## src/rtl/sram_ctrl_pkg.sv

```systemverilog
// Shared definitions for the SRAM row controller: FSM encoding, default phase
// lengths and the per-state decode of the array strobes.
package sram_ctrl_pkg;

    typedef enum logic [2:0] {
        StIdle,
        StPre,
        StWl,
        StSense,
        StDone
    } state_e;

    localparam int unsigned DefTPre = 2;
    localparam int unsigned DefTWl  = 3;
    localparam int unsigned DefTSa  = 1;
    localparam int unsigned CntW    = 4;

    typedef struct packed {
        logic pre_n;
        logic wl_en;
        logic sae;
        logic wr_en;
        logic busy;
    } strobes_t;

    // Counter load value on phase entry; the phase ends when the count reaches zero.
    function automatic logic [CntW-1:0] phase_load(int unsigned len);
        return CntW'(len - 1);
    endfunction

    function automatic strobes_t phase_strobes(state_e st, logic we);
        strobes_t s;
        s.pre_n = (st != StPre);
        s.wl_en = (st == StWl) || (st == StSense);
        s.sae   = (st == StSense);
        s.wr_en = (st == StWl) && we;
        s.busy  = (st != StIdle);
        return s;
    endfunction

endpackage

```

## src/rtl/sram_arb2.sv

```systemverilog
// Two-way round-robin arbiter: on a tie the requester not served last wins.
module sram_arb2 (
    input  logic clk,
    input  logic rst_n,
    input  logic req_a,
    input  logic req_b,
    input  logic take,
    output logic sel_b,
    output logic any
);

    logic prio_b_q;

    always_comb begin
        any   = req_a || req_b;
        sel_b = req_b && (!req_a || prio_b_q);
    end

    always_ff @(posedge clk or negedge rst_n) begin
        if (!rst_n) begin
            prio_b_q <= 1'b0;
        end else if (take) begin
            prio_b_q <= !sel_b;
        end
    end

endmodule

```

## src/rtl/sram_row_ctrl.sv

```systemverilog
// SRAM row access sequencer: precharge, wordline, sense and done phases for two
// requesters sharing one array; all array strobes are registered.
module sram_row_ctrl
    import sram_ctrl_pkg::*;
#(
    parameter int unsigned T_PRE = DefTPre,
    parameter int unsigned T_WL  = DefTWl,
    parameter int unsigned T_SA  = DefTSa
) (
    input  logic       clk,
    input  logic       rst_n,
    input  logic       req_a,
    input  logic       req_b,
    input  logic       we_a,
    input  logic       we_b,
    input  logic [5:0] addr_a,
    input  logic [5:0] addr_b,
    output logic       gnt_a,
    output logic       gnt_b,
    output logic       done_a,
    output logic       done_b,
    output logic [5:0] dec_addr,
    output logic       wl_en,
    output logic       pre_n,
    output logic       sae,
    output logic       wr_en,
    output logic       busy
);

    state_e            state_q, state_d;
    logic [CntW-1:0]   cnt_q, cnt_d;
    logic              owner_b_q, owner_b_d;
    logic              we_q, we_d;
    logic [5:0]        addr_q, addr_d;
    logic              arb_sel_b, arb_any, arb_take;
    strobes_t          strb_d;

    sram_arb2 u_arb (
        .clk   (clk),
        .rst_n (rst_n),
        .req_a (req_a),
        .req_b (req_b),
        .take  (arb_take),
        .sel_b (arb_sel_b),
        .any   (arb_any)
    );

    always_comb begin
        state_d   = state_q;
        cnt_d     = cnt_q;
        owner_b_d = owner_b_q;
        we_d      = we_q;
        addr_d    = addr_q;
        arb_take  = 1'b0;

        unique case (state_q)
            StIdle: begin
                // Requests are only looked at here, so a dropped req mid-access is ignored.
                if (arb_any) begin
                    arb_take  = 1'b1;
                    state_d   = StPre;
                    cnt_d     = phase_load(T_PRE);
                    owner_b_d = arb_sel_b;
                    we_d      = arb_sel_b ? we_b : we_a;
                    addr_d    = arb_sel_b ? addr_b : addr_a;
                end
            end
            StPre: begin
                if (cnt_q == '0) begin
                    state_d = StWl;
                    cnt_d   = phase_load(T_WL);
                end else begin
                    cnt_d = cnt_q - 1'b1;
                end
            end
            StWl: begin
                if (cnt_q == '0) begin
                    if (we_q) begin
                        state_d = StDone;
                    end else begin
                        state_d = StSense;
                        cnt_d   = phase_load(T_SA);
                    end
                end else begin
                    cnt_d = cnt_q - 1'b1;
                end
            end
            StSense: begin
                if (cnt_q == '0) begin
                    state_d = StDone;
                end else begin
                    cnt_d = cnt_q - 1'b1;
                end
            end
            StDone: begin
                state_d = StIdle;
            end
            default: begin
                state_d = StIdle;
            end
        endcase
    end

    always_comb begin
        strb_d = phase_strobes(state_d, we_d);
    end

    always_ff @(posedge clk or negedge rst_n) begin
        if (!rst_n) begin
            state_q   <= StIdle;
            cnt_q     <= '0;
            owner_b_q <= 1'b0;
            we_q      <= 1'b0;
            addr_q    <= '0;
        end else begin
            state_q   <= state_d;
            cnt_q     <= cnt_d;
            owner_b_q <= owner_b_d;
            we_q      <= we_d;
            addr_q    <= addr_d;
        end
    end

    // Strobes are registered from the next state so they line up with state_q.
    always_ff @(posedge clk or negedge rst_n) begin
        if (!rst_n) begin
            pre_n  <= 1'b1;
            wl_en  <= 1'b0;
            sae    <= 1'b0;
            wr_en  <= 1'b0;
            busy   <= 1'b0;
            gnt_a  <= 1'b0;
            gnt_b  <= 1'b0;
            done_a <= 1'b0;
            done_b <= 1'b0;
        end else begin
            pre_n  <= strb_d.pre_n;
            wl_en  <= strb_d.wl_en;
            sae    <= strb_d.sae;
            wr_en  <= strb_d.wr_en;
            busy   <= strb_d.busy;
            gnt_a  <= strb_d.busy && !owner_b_d;
            gnt_b  <= strb_d.busy && owner_b_d;
            done_a <= (state_d == StDone) && !owner_b_d;
            done_b <= (state_d == StDone) && owner_b_d;
        end
    end

    assign dec_addr = addr_q;

endmodule
```

## config.mk

```make
export PLATFORM = sky130hd
export DESIGN_NAME = sram_row_ctrl
export DESIGN_NICKNAME = d
export VERILOG_FILES = /design/src/rtl/sram_ctrl_pkg.sv /design/src/rtl/sram_arb2.sv /design/src/rtl/sram_row_ctrl.sv
export SDC_FILE = /design/constraint.sdc
export NUM_CORES = 1
export LEC_CHECK = 0
export ABC_AREA = 1
export CAP_MARGIN = 20
export CORE_AREA = 2 2 80 44
export CTS_BUF_LIST = sky130_fd_sc_hd__clkbuf_8 sky130_fd_sc_hd__clkbuf_16
export DETAILED_ROUTE_END_ITERATION = 8
export DIE_AREA = 0 0 82 46
export PLACE_DENSITY = 0.78
export SLEW_MARGIN = 5
export SYNTH_ARGS = -nofsm -noshare
export SYNTH_HDL_FRONTEND = slang
export SYNTH_SLANG_ARGS = --single-unit
```

## constraint.sdc

```tcl
create_clock -name clk -period 1.7 [get_ports clk]
set_clock_uncertainty 0.2 [all_clocks]
set_input_delay 0.34 -clock clk [delete_from_list [all_inputs] [get_ports clk]]
set_output_delay 0.34 -clock clk [all_outputs]
set_load 0.05 [all_outputs]
```

After elaboration in Yosys (flattened, before gate mapping)
Index checks and enable logic that the tools add are counted.
{"block": "classes", "reduce_logical": 18, "n_mux": 20, "n_eq_ne": 10, "add_sub_neg": 1}
{"op": "2-to-1 mux 4 bit", "count": 5}
{"op": "case mux 4 bit (4 select lines)", "count": 1}
{"op": "2-to-1 mux 3 bit", "count": 5}
{"op": "== test 3 x 2 -> 1 bit (second input constant)", "count": 4}
{"op": "case mux 3 bit (4 select lines)", "count": 1}
{"op": "2-to-1 mux 1 bit", "count": 7}
{"op": "logical AND 1 bit", "count": 6}
{"op": "2-to-1 mux 6 bit", "count": 1}
{"op": "logical NOT 4 bit", "count": 1}
{"op": "inequality test 2 bit (second input constant)", "count": 2}
{"op": "AND reduction 4 bit", "count": 1}
{"op": "nonzero test 4 bit", "count": 1}
{"op": "subtractor 4 x 1 -> 4 bit (second input constant)", "count": 1}
{"op": "== test 3 x 1 -> 1 bit (second input constant)", "count": 1}
{"op": "== test 3 bit (second input constant)", "count": 1}
{"op": "logical NOT 1 bit", "count": 3}
{"op": "logical NOT 3 bit", "count": 1}
{"op": "logical OR 1 bit", "count": 3}
{"op": "inequality test 3 x 1 -> 1 bit (second input constant)", "count": 1}
{"op": "inequality test 3 bit (second input constant)", "count": 1}
{"op": "nonzero test 3 bit", "count": 1}
{"op": "AND reduction 2 bit", "count": 1}
{"block": "word_totals", "register_bits": 25, "inputBits": 18, "out_inout_bits": 15, "wordCells": 64}

Logic depth before layout (Yosys ltp)
Gate-level depths: netlist of run 1.
{"block": "depth", "depth_word": 7, "mapped_depth": 10, "depth_no_buf": 10}

Hierarchy
Synthesis of run 1 repeated with hierarchy kept, for this count alone.
{"block": "unflattened", "cells_unflattened": 154, "hier_area_um2": 1305.0}
{"module": "sram_row_ctrl", "cells_each": 145, "seq_area_each_um2": 601.8, "n_inst": 1, "area_each_um2": 1244.9}
{"module": "sram_arb2", "cells_each": 9, "seq_area_each_um2": 25.0, "n_inst": 1, "area_each_um2": 60.1}

Worst setup path before layout of run 1
Ideal clock, no wire load.
{"block": "synth_timing", "path_kind": "register to register", "startpoint": "register cnt_q[0]", "endpoint": "register wr_en", "synth_period_minus_slack_ps": 1513, "path_buffers": 1, "path_stages_with_launch": 9, "t_required_ps": 1381, "slack_ps": 187, "arrival_time_ps": 1194, "setup_time_ps": 119, "cell_sequence": "dfrtp_1 > inv_1 > ha_1 > nand2_1 > buf_6 > nor3_1 > nor2_2 > nand2_1 > nor2_2"}
{"element": "start, declared", "line": "sram_row_ctrl.sv:31", "rtl": "logic [CntW-1:0] cnt_q, cnt_d;"}
{"element": "start signal, assigned", "line": "sram_row_ctrl.sv:117", "rtl": "cnt_q <= cnt_d;"}
{"element": "end signal, assigned", "line": "sram_row_ctrl.sv:140", "rtl": "wr_en <= strb_d.wr_en;"}
{"element": "end, declared", "line": "sram_row_ctrl.sv:26", "rtl": "output logic wr_en,"}

==> impl_table.tex, run 1 <==
\begin{tabular}{lr}
\hline
Metric & Value \\
\hline
\multicolumn{2}{l}{\textbf{Synthesis}} \\
Number of flops mapped to enable cells by yosys & 0 \\
Post-synthesis net count & approximately 190 \\
Dominant cell by count in the synthesized netlist & sky130\_fd\_sc\_hd\_\_nand2\_1 \\
Number of synthesized register bits & 25 \\
Cell types occupying the most area after synthesis & sky130\_fd\_sc\_hd\_\_dfrtp\_1, sky130\_fd\_sc\_hd\_\_nand2\_1, sky130\_fd\_sc\_hd\_\_nor2\_1 \\
Async set-or-reset flop fraction in the synthesized netlist & 1.00 \\
Basic-gate share of the synthesized area counting and, or, nand and nor cells & 0.359 \\
Count of cell types in the netlist & 23 \\
Mapped Cells & roughly 170 \\
Synthesized area & between 0.001 and 0.0015 mm² \\
Warning count from the yosys run & 0 \\
Main flop type after synthesis & sky130\_fd\_sc\_hd\_\_dfrtp\_1 \\
Adder-cell share of the synthesized area & 0.0188 \\
Compound-gate portion of the synthesized area & 0.0714 \\
Sequential fraction of the synthesis area & 0.471 \\
Leading cell types by count after synthesis & sky130\_fd\_sc\_hd\_\_nand2\_1, sky130\_fd\_sc\_hd\_\_dfrtp\_1, sky130\_fd\_sc\_hd\_\_nor2\_1 \\
Cell type contributing the most total cell area after synthesis & sky130\_fd\_sc\_hd\_\_dfrtp\_1 \\
Share of the synthesized area in the top cell type & 0.451 \\
Largest family of logic cells by synthesized area & simple AND/OR/NAND/NOR gates \\
Multiplexer share of the synthesized area & 0 \\
Parity-gate share of the synthesized area counting xor and xnor cells & 0.00658 \\
Post-Synthesis Mean Instance Area & approximately 8 µm² \\
\multicolumn{2}{l}{\textbf{Finish}} \\
Proportion of layout cells with a drive suffix above 1 & 0.286 \\
Number of flip-flops under the largest register name & 6 \\
Layout net count & roughly 230 \\
Final non-filler cell total & between 200 and 300 \\
Cell area after layout & 0.00198 mm² \\
ANT cells & 0 \\
Final core utilization & 0.627 \\
Signed area change from the synthesized netlist to the final layout & 48.4\% \\
\multicolumn{2}{l}{\textbf{Timing}} \\
Achievable Freq & about 620 MHz \\
Final count of pins violating max slew & 0 \\
Final Critical Period & $\sim$1600 ps \\
Final setup violation count & 0 \\
Worst Hold Margin & about 10 ps \\
Worst-Margin Slew & 308 ps \\
Max-slew headroom & 0.795 \\
Final Hold Vio Count & 0 \\
Post-route clock period utilization & 0.941 \\
\multicolumn{2}{l}{\textbf{Clock network}} \\
Clock net sink count & 25 \\
CTS tree & built \\
Later-pin clock latency in the skew report & 270 ps \\
Number of hold buffers added after cts & 0 \\
Clock Tree Buf Depth & 2 \\
Clock slew at the register clock pins of the worst setup and hold paths & 90 ps \\
\# Post-CTS Setup Buffers & 0 \\
Root buffer cell & sky130\_fd\_sc\_hd\_\_clkbuf\_8 \\
Number of buffers created by CTS & 3 \\
CTS H-tree depth & 1 \\
\multicolumn{2}{l}{\textbf{Pwr}} \\
Power density over the cells & between 2000 and 2500 mW/mm² \\
Lkg Pwr & about 1 nW \\
Total power consumption of the routed design & $\sim$4.2 mW \\
Worst IR Drop VDD & roughly 0.0013 V \\
\multicolumn{2}{l}{\textbf{Flow run}} \\
Count of max-cap constraint violations & 0 \\
\multicolumn{2}{l}{\textbf{Route}} \\
DRT antenna net count & 0 \\
Number of design-rule violations left by the first detailed-router iteration & roughly 140 \\
Total wire length & about 3100 µm \\
Wire length per cell after detailed routing & $\sim$12 µm \\
Via count & between 1000 and 1500 \\
Vias/cell & between 4 and 5 \\
Number of design rule violations left after detail routing & 0 \\
First drt pass iteration count & 4 \\
\multicolumn{2}{l}{\textbf{Setup path}} \\
Worst path most repeated cell & sky130\_fd\_sc\_hd\_\_nor2\_2 \\
Data arrival time of the critical path & approximately 1600 ps \\
Nature of the critical path startpoint & register \\
Crit Path Category & register to register \\
Largest fanout on the critical path & 3 \\
CP bufs+invs & 2 \\
Slowest-stage cell, CP & sky130\_fd\_sc\_hd\_\_dfrtp\_1 \\
Slowest cell delay on critical path & around 400 ps \\
Required time of the worst setup path & about 1700 ps \\
Endpoint type of the worst setup path & register \\
Crit. path cell count & 8 \\
Critical-path cell list & inv\_1 -> ha\_2 -> buf\_4 -> nand3\_2 -> nor2\_2 -> nor2\_1 -> nor2\_2 -> nor2\_2 \\
CP delay by family, top & simple AND/OR/NAND/NOR gates \\
Depth of the worst register-to-register path & 8 \\
\multicolumn{2}{l}{\textbf{Floorplanning}} \\
Placement Rows & 15 \\
Effective utilization at floorplan & 0.422 \\
Chip Height & about 46 µm \\
Core area & between 0.003 and 0.004 mm² \\
Area of the die & approximately 0.0038 mm² \\
Die outline width & a little over 80 µm \\
Count of pins on the block boundary & 33 \\
\multicolumn{2}{l}{\textbf{Run status}} \\
Result of the run & completed \\
\multicolumn{2}{l}{\textbf{Worst hold path}} \\
HP Class & primary input to async pin \\
\multicolumn{2}{l}{\textbf{GRT}} \\
Total gr overflow & 0 \\
Met2 Track Usage GR & 0.275 \\
Global routing usage on met3 & 0.0516 \\
Number of global-route vias before repair & between 1000 and 1500 \\
Most heavily used metal layer in global routing & met1 \\
Maximum number of pins on one net before global-route repair & 25 \\
Number of antenna violations at the first check in global routing & 0 \\
Met1 track demand over resource in global routing & 0.300 \\
GR Util All Layers & 0.195 \\
Wire length of the first global-routing pass & roughly 5400 µm \\
\multicolumn{2}{l}{\textbf{Placement}} \\
Gp weighted congestion & between 0.9 and 1 \\
Detailed placer's ending HPWL & $\sim$2400 µm \\
Cell area after placement & $\sim$0.0019 mm² \\
Inst Count DP & 251 \\
Port bufs & 32 \\
\hline
\end{tabular}
[per-layer routing]
metal	part of all wire	up-vias	routed length, µm
li1	-	614	-
met1	0.49	557	1500
met2	0.43	52	1320
met3	0.084	3	258
met4	0.0042	0	13
met5	0	-	0
[cells in the final DEF, fill, tap and decap left out, types with 2 or more instances in the layout]
cell / count
sky130_fd_sc_hd__nor2_2: 8
sky130_fd_sc_hd__inv_1: 16
sky130_fd_sc_hd__nand3_1: 9
sky130_fd_sc_hd__dfrtp_1: 24
sky130_fd_sc_hd__o21ai_2: 2
sky130_fd_sc_hd__o21ai_1: 8
sky130_fd_sc_hd__nand2_4: 2
sky130_fd_sc_hd__clkdlybuf4s50_1: 17
sky130_fd_sc_hd__buf_12: 15
sky130_fd_sc_hd__nor2_1: 16
sky130_fd_sc_hd__clkbuf_8: 3
sky130_fd_sc_hd__nor2_4: 3
sky130_fd_sc_hd__o21ai_0: 4
sky130_fd_sc_hd__nand2_1: 49
sky130_fd_sc_hd__inv_2: 8
sky130_fd_sc_hd__nand4_1: 2
sky130_fd_sc_hd__a21oi_1: 2
sky130_fd_sc_hd__buf_4: 10
sky130_fd_sc_hd__nand2_2: 6
[final timing paths]
| check | start | to | slack, ps |
|---|---|---|---|
| max | cnt_q[1] | wr_en | 100 |
| max reg2reg | cnt_q[1] | wr_en | 100 |
| max in group asynchronous | rst_n | pre_n | 750 |
| min reg2reg | cnt_q[0] | cnt_q[0] | 300 |
| min in group clk | cnt_q[0] | cnt_q[0] | 300 |
| min | rst_n | busy | 10 |
[logic make-up after synthesis]
| group | Yosys count |
|---|---|
| AND/OR/NAND/NOR | 99 |
| flip-flops | 25 |
| buffers and inverters | 24 |
| AO/OA/AOI/OAI | 17 |
| adder cells (fa/ha/maj) | 2 |
| XOR/XNOR | 1 |
[cell type report]
class / count / area [µm²]
clock buffers: 3 / 41.3
flip-flops and latches: 25 / 627
clock inverters: 1 / 3.75
multi-input cells: 119 / 619
well taps: 42 / 52.6
inverters: 23 / 86.3
fillers: 262 / 1180
repair buffers: 42 / 546
[what timing repair did]
item                                    CTS  global route
endpoints found under the hold margin     0             0
gates resized for setup                   0             4
endpoints found under the setup margin    0            11
[metrics by stage]
stage	TNS [ps]	setup slack, ps
after global routing	-45.9	-15.4
after floorplan	0	187
after CTS	0	5.62
final	0	99.7
after global placement	-493	-75.3
after detailed placement	-889	-91.9
[power breakdown]
part	total, mW	internal, mW	switching (mW)
registers	1.11	0.869	0.239
logic	2.75	1.16	1.59
clock network	0.354	0.162	0.192
total	4.22	2.20	2.02
(Power assumes the default switching activity.)
==> run 2, diff against run 1 <==
CORE_AREA = 2 2 85 46   (was 2 2 80 44)
DIE_AREA = 0 0 87 48   (was 0 0 82 46)
PLACE_DENSITY = 0.72   (was 0.78)
==> run 2 against run 1 <==
  * Register-to-register slack hardly changed
  * First-iteration DRC count is 63% lower
  * Combinational power hardly changed
  * Final area is 1.4% higher
  * Count of clock-buffer cells in the layout stayed put
  * Critical endpoint is now wl_en
  * Highest routed layer unchanged
==> impl_table.tex, run 2 (synthesis gave the netlist of run 1 again) <==
\begin{tabular}{lr}
\hline
Metric & Value \\
\hline
\multicolumn{2}{l}{\textbf{Run status}} \\
Result of the run & completed \\
\multicolumn{2}{l}{\textbf{Worst hold path}} \\
HP Class & primary input to async pin \\
\multicolumn{2}{l}{\textbf{Finish}} \\
Highest-count cells in the layout ignoring fill and taps & sky130\_fd\_sc\_hd\_\_nand2\_1, sky130\_fd\_sc\_hd\_\_dfrtp\_1, sky130\_fd\_sc\_hd\_\_nor2\_1, sky130\_fd\_sc\_hd\_\_clkdlybuf4s50\_1, sky130\_fd\_sc\_hd\_\_buf\_12 \\
Layout net count & 234 (unchanged) \\
Final non-filler cell total & 255 (unchanged) \\
Number of flip-flops under the largest register name & 6 (unchanged) \\
Most common library cell in the layout ignoring fill and taps & sky130\_fd\_sc\_hd\_\_nand2\_1 \\
Proportion of layout cells with a drive suffix above 1 & 0.286 (unchanged) \\
Cell area after layout & 0.00200 mm² (+1.4\%) \\
ANT cells & 0 (unchanged) \\
Signed area change from the synthesized netlist to the final layout & 50.5\% \\
\multicolumn{2}{l}{\textbf{Setup path}} \\
Slowest-stage cell, CP & sky130\_fd\_sc\_hd\_\_dfrtp\_1 \\
Crit Path Category & register to register \\
Endpoint type of the worst setup path & register \\
CP bufs+invs & 3 (+1) \\
Largest fanout on the critical path & 3 (unchanged) \\
Crit. path cell count & 8 (unchanged) \\
Critical-path cell list & inv\_1 -> ha\_2 -> buf\_4 -> nand3\_2 -> nor2\_1 -> nor2\_1 -> nor2\_2 -> inv\_1 \\
Data arrival time of the critical path & 1580 ps (about the same) \\
CP delay by family, top & simple AND/OR/NAND/NOR gates \\
Required time of the worst setup path & 1670 ps (about the same) \\
Slowest cell delay on critical path & 400 ps (about the same) \\
Nature of the critical path startpoint & register \\
Depth of the worst register-to-register path & 8 (unchanged) \\
\multicolumn{2}{l}{\textbf{Route}} \\
Vias/cell & 4.76 (-0.98\%) \\
Total wire length & 3040 µm (-1.5\%) \\
Number of design-rule violations left by the first detailed-router iteration & 52 (-63\%) \\
Number of design rule violations left after detail routing & 0 (unchanged) \\
DRT antenna net count & 0 (unchanged) \\
Wire length per cell after detailed routing & 11.9 µm (-1.5\%) \\
Via count & 1214 (-0.98\%) \\
First drt pass iteration count & 4 (unchanged) \\
\multicolumn{2}{l}{\textbf{Pwr}} \\
Worst IR Drop VDD & 0.000838 V (-35\%) \\
Total power consumption of the routed design & 4.25 mW (+0.70\%) \\
Power density over the cells & 2120 mW/mm² (-0.68\%) \\
Lkg Pwr & 1.01 nW (+0.92\%) \\
\multicolumn{2}{l}{\textbf{Clock network}} \\
Later-pin clock latency in the skew report & 270 ps (about the same) \\
Clock Tree Buf Depth & 2 (unchanged) \\
Number of buffers created by CTS & 3 (unchanged) \\
CTS tree & built \\
Root buffer cell & sky130\_fd\_sc\_hd\_\_clkbuf\_8 \\
CTS H-tree depth & 1 (unchanged) \\
Clock net sink count & 25 (unchanged) \\
Clock slew at the register clock pins of the worst setup and hold paths & 90 ps (about the same) \\
\multicolumn{2}{l}{\textbf{GRT}} \\
Wire length of the first global-routing pass & 4910 µm (-9.9\%) \\
Number of global-route vias before repair & 1086 (-8.4\%) \\
GR Util All Layers & 0.156 (-0.0389) \\
Number of antenna violations at the first check in global routing & 0 (unchanged) \\
Maximum number of pins on one net before global-route repair & 26 (+4.0\%) \\
Total gr overflow & 0 (unchanged) \\
\multicolumn{2}{l}{\textbf{Flow run}} \\
Count of max-cap constraint violations & 0 (unchanged) \\
\multicolumn{2}{l}{\textbf{Timing}} \\
Worst-Margin Slew & 249 ps (-59.1 ps) \\
Post-route clock period utilization & 0.950 (+0.00847) \\
Worst Hold Margin & 208 ps (+198 ps) \\
Final setup violation count & 0 (unchanged) \\
Final Hold Vio Count & 0 (unchanged) \\
Achievable Freq & 619 MHz (-0.89\%) \\
Final Critical Period & 1610 ps (+14.4 ps) \\
Final critical-path setup slack & 85.3 ps (-14.4 ps) \\
Max-slew headroom & 0.833 (+0.0381) \\
Final count of pins violating max slew & 0 (unchanged) \\
\multicolumn{2}{l}{\textbf{Floorplanning}} \\
Chip Height & 48 µm (+4.3\%) \\
Effective utilization at floorplan & 0.396 (-0.0259) \\
Count of pins on the block boundary & 33 (unchanged) \\
Placement Rows & 15 (unchanged) \\
Core area & 0.00336 mm² (+6.5\%) \\
Area of the die & 0.00418 mm² (+11\%) \\
Die outline width & 87 µm (+6.1\%) \\
\multicolumn{2}{l}{\textbf{Placement}} \\
Port bufs & 32 (unchanged) \\
Inst Count DP & 251 (unchanged) \\
Cell area after placement & 0.00194 mm² (+1.3\%) \\
Worst setup timing slack at the placement stage & -122 ps (-30.5 ps) \\
Gp weighted congestion & 0.839 (-8.0\%) \\
Detailed placer's ending HPWL & 2440 µm (+3.1\%) \\
\hline
\end{tabular}
-- run 2: changes by cell type in the layout (fill, tap and decap cells not counted) --
cell                     change
sky130_fd_sc_hd__buf_12      +2
sky130_fd_sc_hd__buf_4       -2
sky130_fd_sc_hd__inv_1       -1
sky130_fd_sc_hd__inv_6       +1
sky130_fd_sc_hd__nor2_1      +1
sky130_fd_sc_hd__nor2_2      -1
-- run 2: where the power goes --
group          internal (mW)  leakage (nW)  switching [mW]
combinational           1.19         0.674            1.59
clock                  0.172        0.0261           0.201
sequential             0.870         0.308           0.231
-- run 2: area by class of cell --
cell class / count / area [µm²]
Clock buffer: 3 / 41.3
Clock inverter: 1 / 8.76
Fill cell: 261 / 1360
Inverter: 23 / 86.3
Multi-Input combinational cell: 119 / 617
Sequential cell: 25 / 627
Tap cell: 42 / 52.6
Timing Repair Buffer: 42 / 571
-- run 2: through the flow --
step | TNS, ps | util
2_1_floorplan | 0 | -
3_3_place_gp | -642 | 0.578
3_5_place_dp | -1130 | 0.578
4_1_cts | 0 | 0.594
5_1_grt | -2.16 | 0.596
6_report | 0 | 0.596
-- run 2: repair_timing --
action,4_1_cts,5_1_grt
endpoints found under the setup margin,2,3
gates resized for setup,1,2
setup buffers,0,0
hold buffers,0,0
cloned,0,0
pin swaps,0,2
-- run 2: worst reg2reg max path: cells and delay by family, from the launching register on --
family | cells | cell delay, ps
buf+inv | 3 | 260
simple gates | 4 | 440
fa+ha+maj | 1 | 200
flops | 1 | 400
-- run 2: path summary, 6_finish.rpt --
kind                                start              to  slack (ps)
min in group clk           u_arb.prio_b_q  u_arb.prio_b_q         300
min reg2reg                u_arb.prio_b_q  u_arb.prio_b_q         300
min                                 rst_n     dec_addr[5]         210
max                              cnt_q[0]           wl_en          90
max in group asynchronous           rst_n           pre_n         860
max reg2reg                      cnt_q[0]           wl_en          90
-- run 2: routing by layer --
layer  up-vias  track usage  wire (µm)
li1        611            -          -
met1       561        0.207       1410
met2        32        0.273       1480
met3        10       0.0207         92
met4         0       0.0563         56
met5         -            0          0
==> run 3, diff against run 2 <==
MAX_ROUTING_LAYER = met4   (was not set)
==> results of run 3 <==
No change in the layout: final DEF, timing and power equal those of run 2.
Main changes from that run: final weighted congestion in routability-driven placement 0.839 -> 0.852; overall routing resource usage 0.156 -> 0.162
==> edit 1, RTL diff (settings of run 3) <==
Encoding of `state_e`: now one-hot (5 bits for 5 states).
--- a/src/rtl/sram_ctrl_pkg.sv
+++ b/src/rtl/sram_ctrl_pkg.sv
@@ -4,8 +4,8 @@
 
-    typedef enum logic [2:0] {
-        StIdle,
-        StPre,
-        StWl,
-        StSense,
-        StDone
+    typedef enum logic [4:0] {
+        StIdle  = 5'b00001,
+        StPre   = 5'b00010,
+        StWl    = 5'b00100,
+        StSense = 5'b01000,
+        StDone  = 5'b10000
     } state_e;
Formal check against the unedited RTL: same outputs for any inputs over 10 cycles, from zero or initial values and one cycle with rst_n low; not proved beyond that.
==> edit 1 against run 3 <==
Total power fell by 0.54%. Routed wire length rose by 4.1%. Sequential cell count is 2 higher. First-iteration DRC count rose by 17%. Combinational power fell by 3%. Synthesized area rose by 4.8%. Cell area is 6.4% higher. Global-route usage rose by 0.20 points. Sequential power rose by 6%. Via count grew 2.8%. Sequential share of layout area rose by 0.53 points. Worst setup slack worse by 0.040 ns.
==> edit 1: results (changes against run 3) <==
* Outcome: complete, no violations (unchanged)
* RD Place Congestion at 0.9724 (was 0.8519)
* Clk slew on worst S/H paths at 0.09 ns (about the same)
* Leakage at 1.027 nW (was 1.009 nW)
* Sequential area share after synthesis at 0.4861 (was 0.4709)
* Asr flop ratio synth at 1.000 (unchanged)
* Worst Tran Pin Value at 0.2866 ns (was 0.2485 ns)
* Synthesized Nets at 188 (unchanged)
* Share of cells above drive strength 1 at 0.3009 (was 0.2864)
* First-pass GRT wire length at 4912 um (was 4905 um)
* Yosys warns at 0 (unchanged)
* Routed len/inst at 12.27 um (was 11.92 um)
* IO buf count at 32 (unchanged)
* CP max FO at 4 (was 3)
* Antenna violations before repair at 0 (unchanged)
* Iter 0 DRT Violations at 61 (was 52)
* Clk root buf: clkbuf_8 (unchanged)
* Data arrival time of the critical path at 1.63 ns (was 1.58 ns)
* Post-synth top cells: nand2_1 (35), dfrtp_1 (25), inv_1 (24) (was nand2_1 (50), dfrtp_1 (24), nor2_1 (17))
* Worst hold-check path type: in -> async (unchanged)
* CTS H-tree depth at 1 (unchanged)
* Max reg flops at 6 (unchanged)
* Crit Reg-Reg Startpoint: cnt_q[0] (unchanged)
* Maximum vdd drop at 0.9488 mV (was 0.8385 mV)
* DPL Wire Length at 2427 um (was 2443 um)
* CTS buffer count at 3 (unchanged)
* GRT Total Usage at 0.1637 (was 0.1617)
* TritonRoute pass-1 iters at 4 (unchanged)
* Internal Dissipation at 2.255 mW (was 2.229 mW)
* Top_reg_cell synth: dfrtp_1 (unchanged)
* Longest Clk Path Bufs at 2 (unchanged)
* Distinct cells, synth at 22 (was 23)
* R2r endpoint: cnt_q[1] (was wl_en)
* Post-layout net count at 237 (was 234)
* Largest net degree at the start of global routing at 28 (was 26)
* Setup WS pre-CTS at -0.2347 ns (was -0.1225 ns)
* Synth area leaders: dfrtp_1 (45%), nand2_1 (9.4%), inv_1 (6.5%) (was dfrtp_1 (45%), nand2_1 (14%), nor2_1 (4.8%))
* Vias in the first global route at 1111 (was 1086)
* Reg-to-reg slack, setup at 0.05 ns (was 0.09 ns)
* Vias per cell at 4.837 (was 4.761)
* Antenna cells at 0 (unchanged)
* R2R depth at 8 (unchanged)
* Clock insertion delay at the later pin of the skew report at 0.27 ns (about the same)
edit 1: how the worst max path moves through the flow:
stage / cells after the start / start / to / slack [ns]
floorplan: 9 / cnt_q[0] / cnt_q[3] / 0.14
global placement: 9 / req_b / cnt_q[0] / -0.15
detailed placement: 9 / req_b / cnt_q[3] / -0.23
CTS: 7 / state_q[0] / dec_addr[3] / 0.004
global route: 7 / state_q[0] / dec_addr[3] / -0.02
finish: 8 / cnt_q[0] / cnt_q[1] / 0.05
edit 1: worst max-delay path: stages (launching register included):
cell     delay [ns]
dfrtp_1        0.37
inv_2          0.06
buf_4          0.15
ha_1           0.27
inv_1          0.06
o21ai_0        0.21
nand3_1        0.12
nand2_1        0.08
nand2_1        0.05
edit 1: power by group through the flow:
stage,registers [mW],logic (mW),clock network (mW)
global placement,1.15,2.41,0
finish,1.17,2.70,0.354
global route,1.21,2.91,0.390
CTS,1.15,2.52,0.367
detailed placement,1.16,2.46,0
floorplan,1.53,1.07,0
edit 1: kinds of logic after synthesis:
group           after synthesis  share of synthesized area
simple gates                 93                     0.3301
buf+inv                      29                    0.08879
flops                        27                     0.4861
compound gates               16                    0.07085
fa+ha+maj                     2                    0.01793
xor+xnor                      1                   0.006279
edit 1: layout make-up:
class | count | area, um^2
fillers | 265 | 1229
flip-flops and latches | 27 | 678.2
inverters | 27 | 101.3
clock buffers | 3 | 41.29
well taps | 42 | 52.55
multi-input cells | 112 | 661.9
clock inverters | 1 | 3.754
repair buffers | 46 | 591.8
edit 1: through the flow:
step	TNS (ns)	area, um^2	std cells	hold WS [ns]
2_1_floorplan	0	1395	168	-0.1556
3_3_place_gp	-1.666	1991	251	0.2627
3_5_place_dp	-2.233	1991	251	0.2638
4_1_cts	0	2053	257	0.2237
5_1_grt	-0.08051	2131	258	0.2372
6_report	0	2131	258	0.2227
edit 1: what timing repair did:
item,CTS,global route
buffers inserted,2,1
gates resized for setup,1,17
endpoints found under the setup margin,5,21
pin swaps,1,2
edit 1: per-layer routing:
metal / part of all wire / track usage / vias to the layer above
met5: 0 / - / -
met3: 0.037 / 0.03448 / 5
li1: - / - / 627
met2: 0.49 / 0.2718 / 29
met4: 0.011 / 0.05938 / 0
met1: 0.47 / 0.2036 / 587
==> edit 2, RTL diff (settings of run 3) <==
Without the edit above. `CntW`: 4 -> 3.
--- a/src/rtl/sram_ctrl_pkg.sv
+++ b/src/rtl/sram_ctrl_pkg.sv
@@ -15,3 +15,3 @@
     localparam int unsigned DefTSa  = 1;
-    localparam int unsigned CntW    = 4;
+    localparam int unsigned CntW    = 3;
 
Behaviour: no difference found for any inputs over 10 cycles, from zero or initial values and one cycle with rst_n low; that may be too few to reach the edited logic, so the function may still have changed.
==> edit 2 against run 3 <==
Cell area shrank 8.7%. Sequential cell count fell by 1. Synthesized area is 12% lower. Critical endpoint is now cnt_q[2]. Die area unchanged. Synthesized cell count is 11% lower. Utilization fell by 5.2 points. Critical path depth is 2 higher. Worst setup slack improved by 0.019 ns. Cell count fell by 7.5%. Total power shrank 11%. Highest routed layer unchanged. Routed wire length fell by 14%.
==> edit 2: results (changes against run 3) <==
* Clk root buf: clkbuf_8 (unchanged)
* Iter 0 DRT Violations at 52 (unchanged)
* Data arrival time of the critical path at 1.60 ns (was 1.58 ns)
* Synth area leaders: dfrtp_1 (49%), nand2_1 (14%), inv_1 (6.8%) (was dfrtp_1 (45%), nand2_1 (14%), nor2_1 (4.8%))
* Placed cells at 232 (was 251)
* DPL Wire Length at 2086 um (was 2443 um)
* Outcome: complete, no violations (unchanged)
* Synthesized Nets at 170 (was 188)
* Longest Clk Path Bufs at 2 (unchanged)
* Worst Tran Pin Value at 0.3093 ns (was 0.2485 ns)
* Switch share at 0.4481 (was 0.4750)
* Leakage at 0.9316 nW (was 1.009 nW)
* PostCTS Resize Cnt at 0 (was 1)
* RD Place Congestion at 0.8864 (was 0.8519)
* Post-synth top cells: nand2_1 (44), dfrtp_1 (23), inv_1 (21), nor2_1 (21), nand3_1 (11) (was nand2_1 (50), dfrtp_1 (24), nor2_1 (17))
* Top_reg_cell synth: dfrtp_1 (unchanged)
* CTS buffer count at 3 (unchanged)
* Cells after Synth at 150 (was 168)
* Post-Route WL at 2603 um (was 3039 um)
* Maximum vdd drop at 0.5990 mV (was 0.8385 mV)
* Asr flop ratio synth at 1.000 (unchanged)
* First-pass GRT wire length at 4326 um (was 4905 um)
* GRT Total Usage at 0.1406 (was 0.1617)
* Share of cells above drive strength 1 at 0.2113 (was 0.2864)
* Largest net degree at the start of global routing at 25 (was 26)
* Vias per cell at 4.538 (was 4.761)
* Distinct cells, synth at 19 (was 23)
* Sequential area share after synthesis at 0.5155 (was 0.4709)
* WHS at 0.2285 ns (was 0.2082 ns)
* Vias at 1071 (was 1214)
* Post-layout net count at 215 (was 234)
* Vias in the first global route at 1005 (was 1086)
[edit 2: cell count changes in the layout (fill, tap and decap cells not counted), moves of 5 or more]
cell	before	now
inv_1	15	21
inv_2	8	1
nand2_1	49	43
nand2_2	6	1
o21ai_0	4	9
[edit 2: metrics by stage]
step	TNS, ns	instance area, um^2	worst slack (ns)
floorplan	0	1167	0.1935
global placement	-1.236	1747	-0.1198
detailed placement	-2.264	1747	-0.1898
CTS	0	1802	0.03016
global route	0	1829	0.001695
finish	0	1829	0.1040
[edit 2: worst paths after layout]
kind                       startpoint     endpoint  slack (ns)  cells past startpoint
max                          cnt_q[0]     cnt_q[2]        0.10                     10
min                             rst_n  dec_addr[2]        0.23                      2
max reg2reg                  cnt_q[0]     cnt_q[2]        0.10                     10
min reg2reg                  cnt_q[1]     cnt_q[1]        0.29                      2
max in group asynchronous       rst_n        pre_n        0.79                      2
min in group clk             cnt_q[1]     cnt_q[1]        0.29                      2
[edit 2: final cells by class]
type	instances	area, um^2
fillers	309	1530
flip-flops and latches	24	601.8
repair buffers	41	538.0
multi-input cells	103	499.2
inverters	22	82.58
clock buffers	4	55.05
well taps	42	52.55
[edit 2: power by group through the flow]
stage | combinational (mW) | clock, mW | sequential (mW)
after floorplan | 0.831 | 0 | 1.47
after global placement | 2.25 | 0 | 1.06
after detailed placement | 2.29 | 0 | 1.06
after CTS | 2.30 | 0.391 | 1.05
after global routing | 2.52 | 0.416 | 1.09
final | 2.32 | 0.379 | 1.06
[edit 2: kinds of logic after synthesis]
logic type                 synth area share
and+or+nand+nor                      0.2851
DFF                                  0.5155
buffers and inverters               0.08039
AOI/OAI and AO/OA                   0.09754
adders and majority gates           0.02143
[edit 2: layer usage]
metal / track usage / up-vias / part of all wire
met5: - / - / 0
met4: 0.04063 / 0 / 0.0073
met3: 0.02586 / 2 / 0.037
met2: 0.2565 / 22 / 0.50
met1: 0.1646 / 493 / 0.46
li1: - / 554 / -
[edit 2: worst max-delay path: stages, from the launching register on]
cell	delay, ns
dfrtp_1	0.38
inv_1	0.07
buf_4	0.14
ha_1	0.20
nand2_1	0.06
inv_1	0.03
nor2_1	0.14
nand3_1	0.09
nand3_1	0.11
nand2_1	0.06
nand2_1	0.05
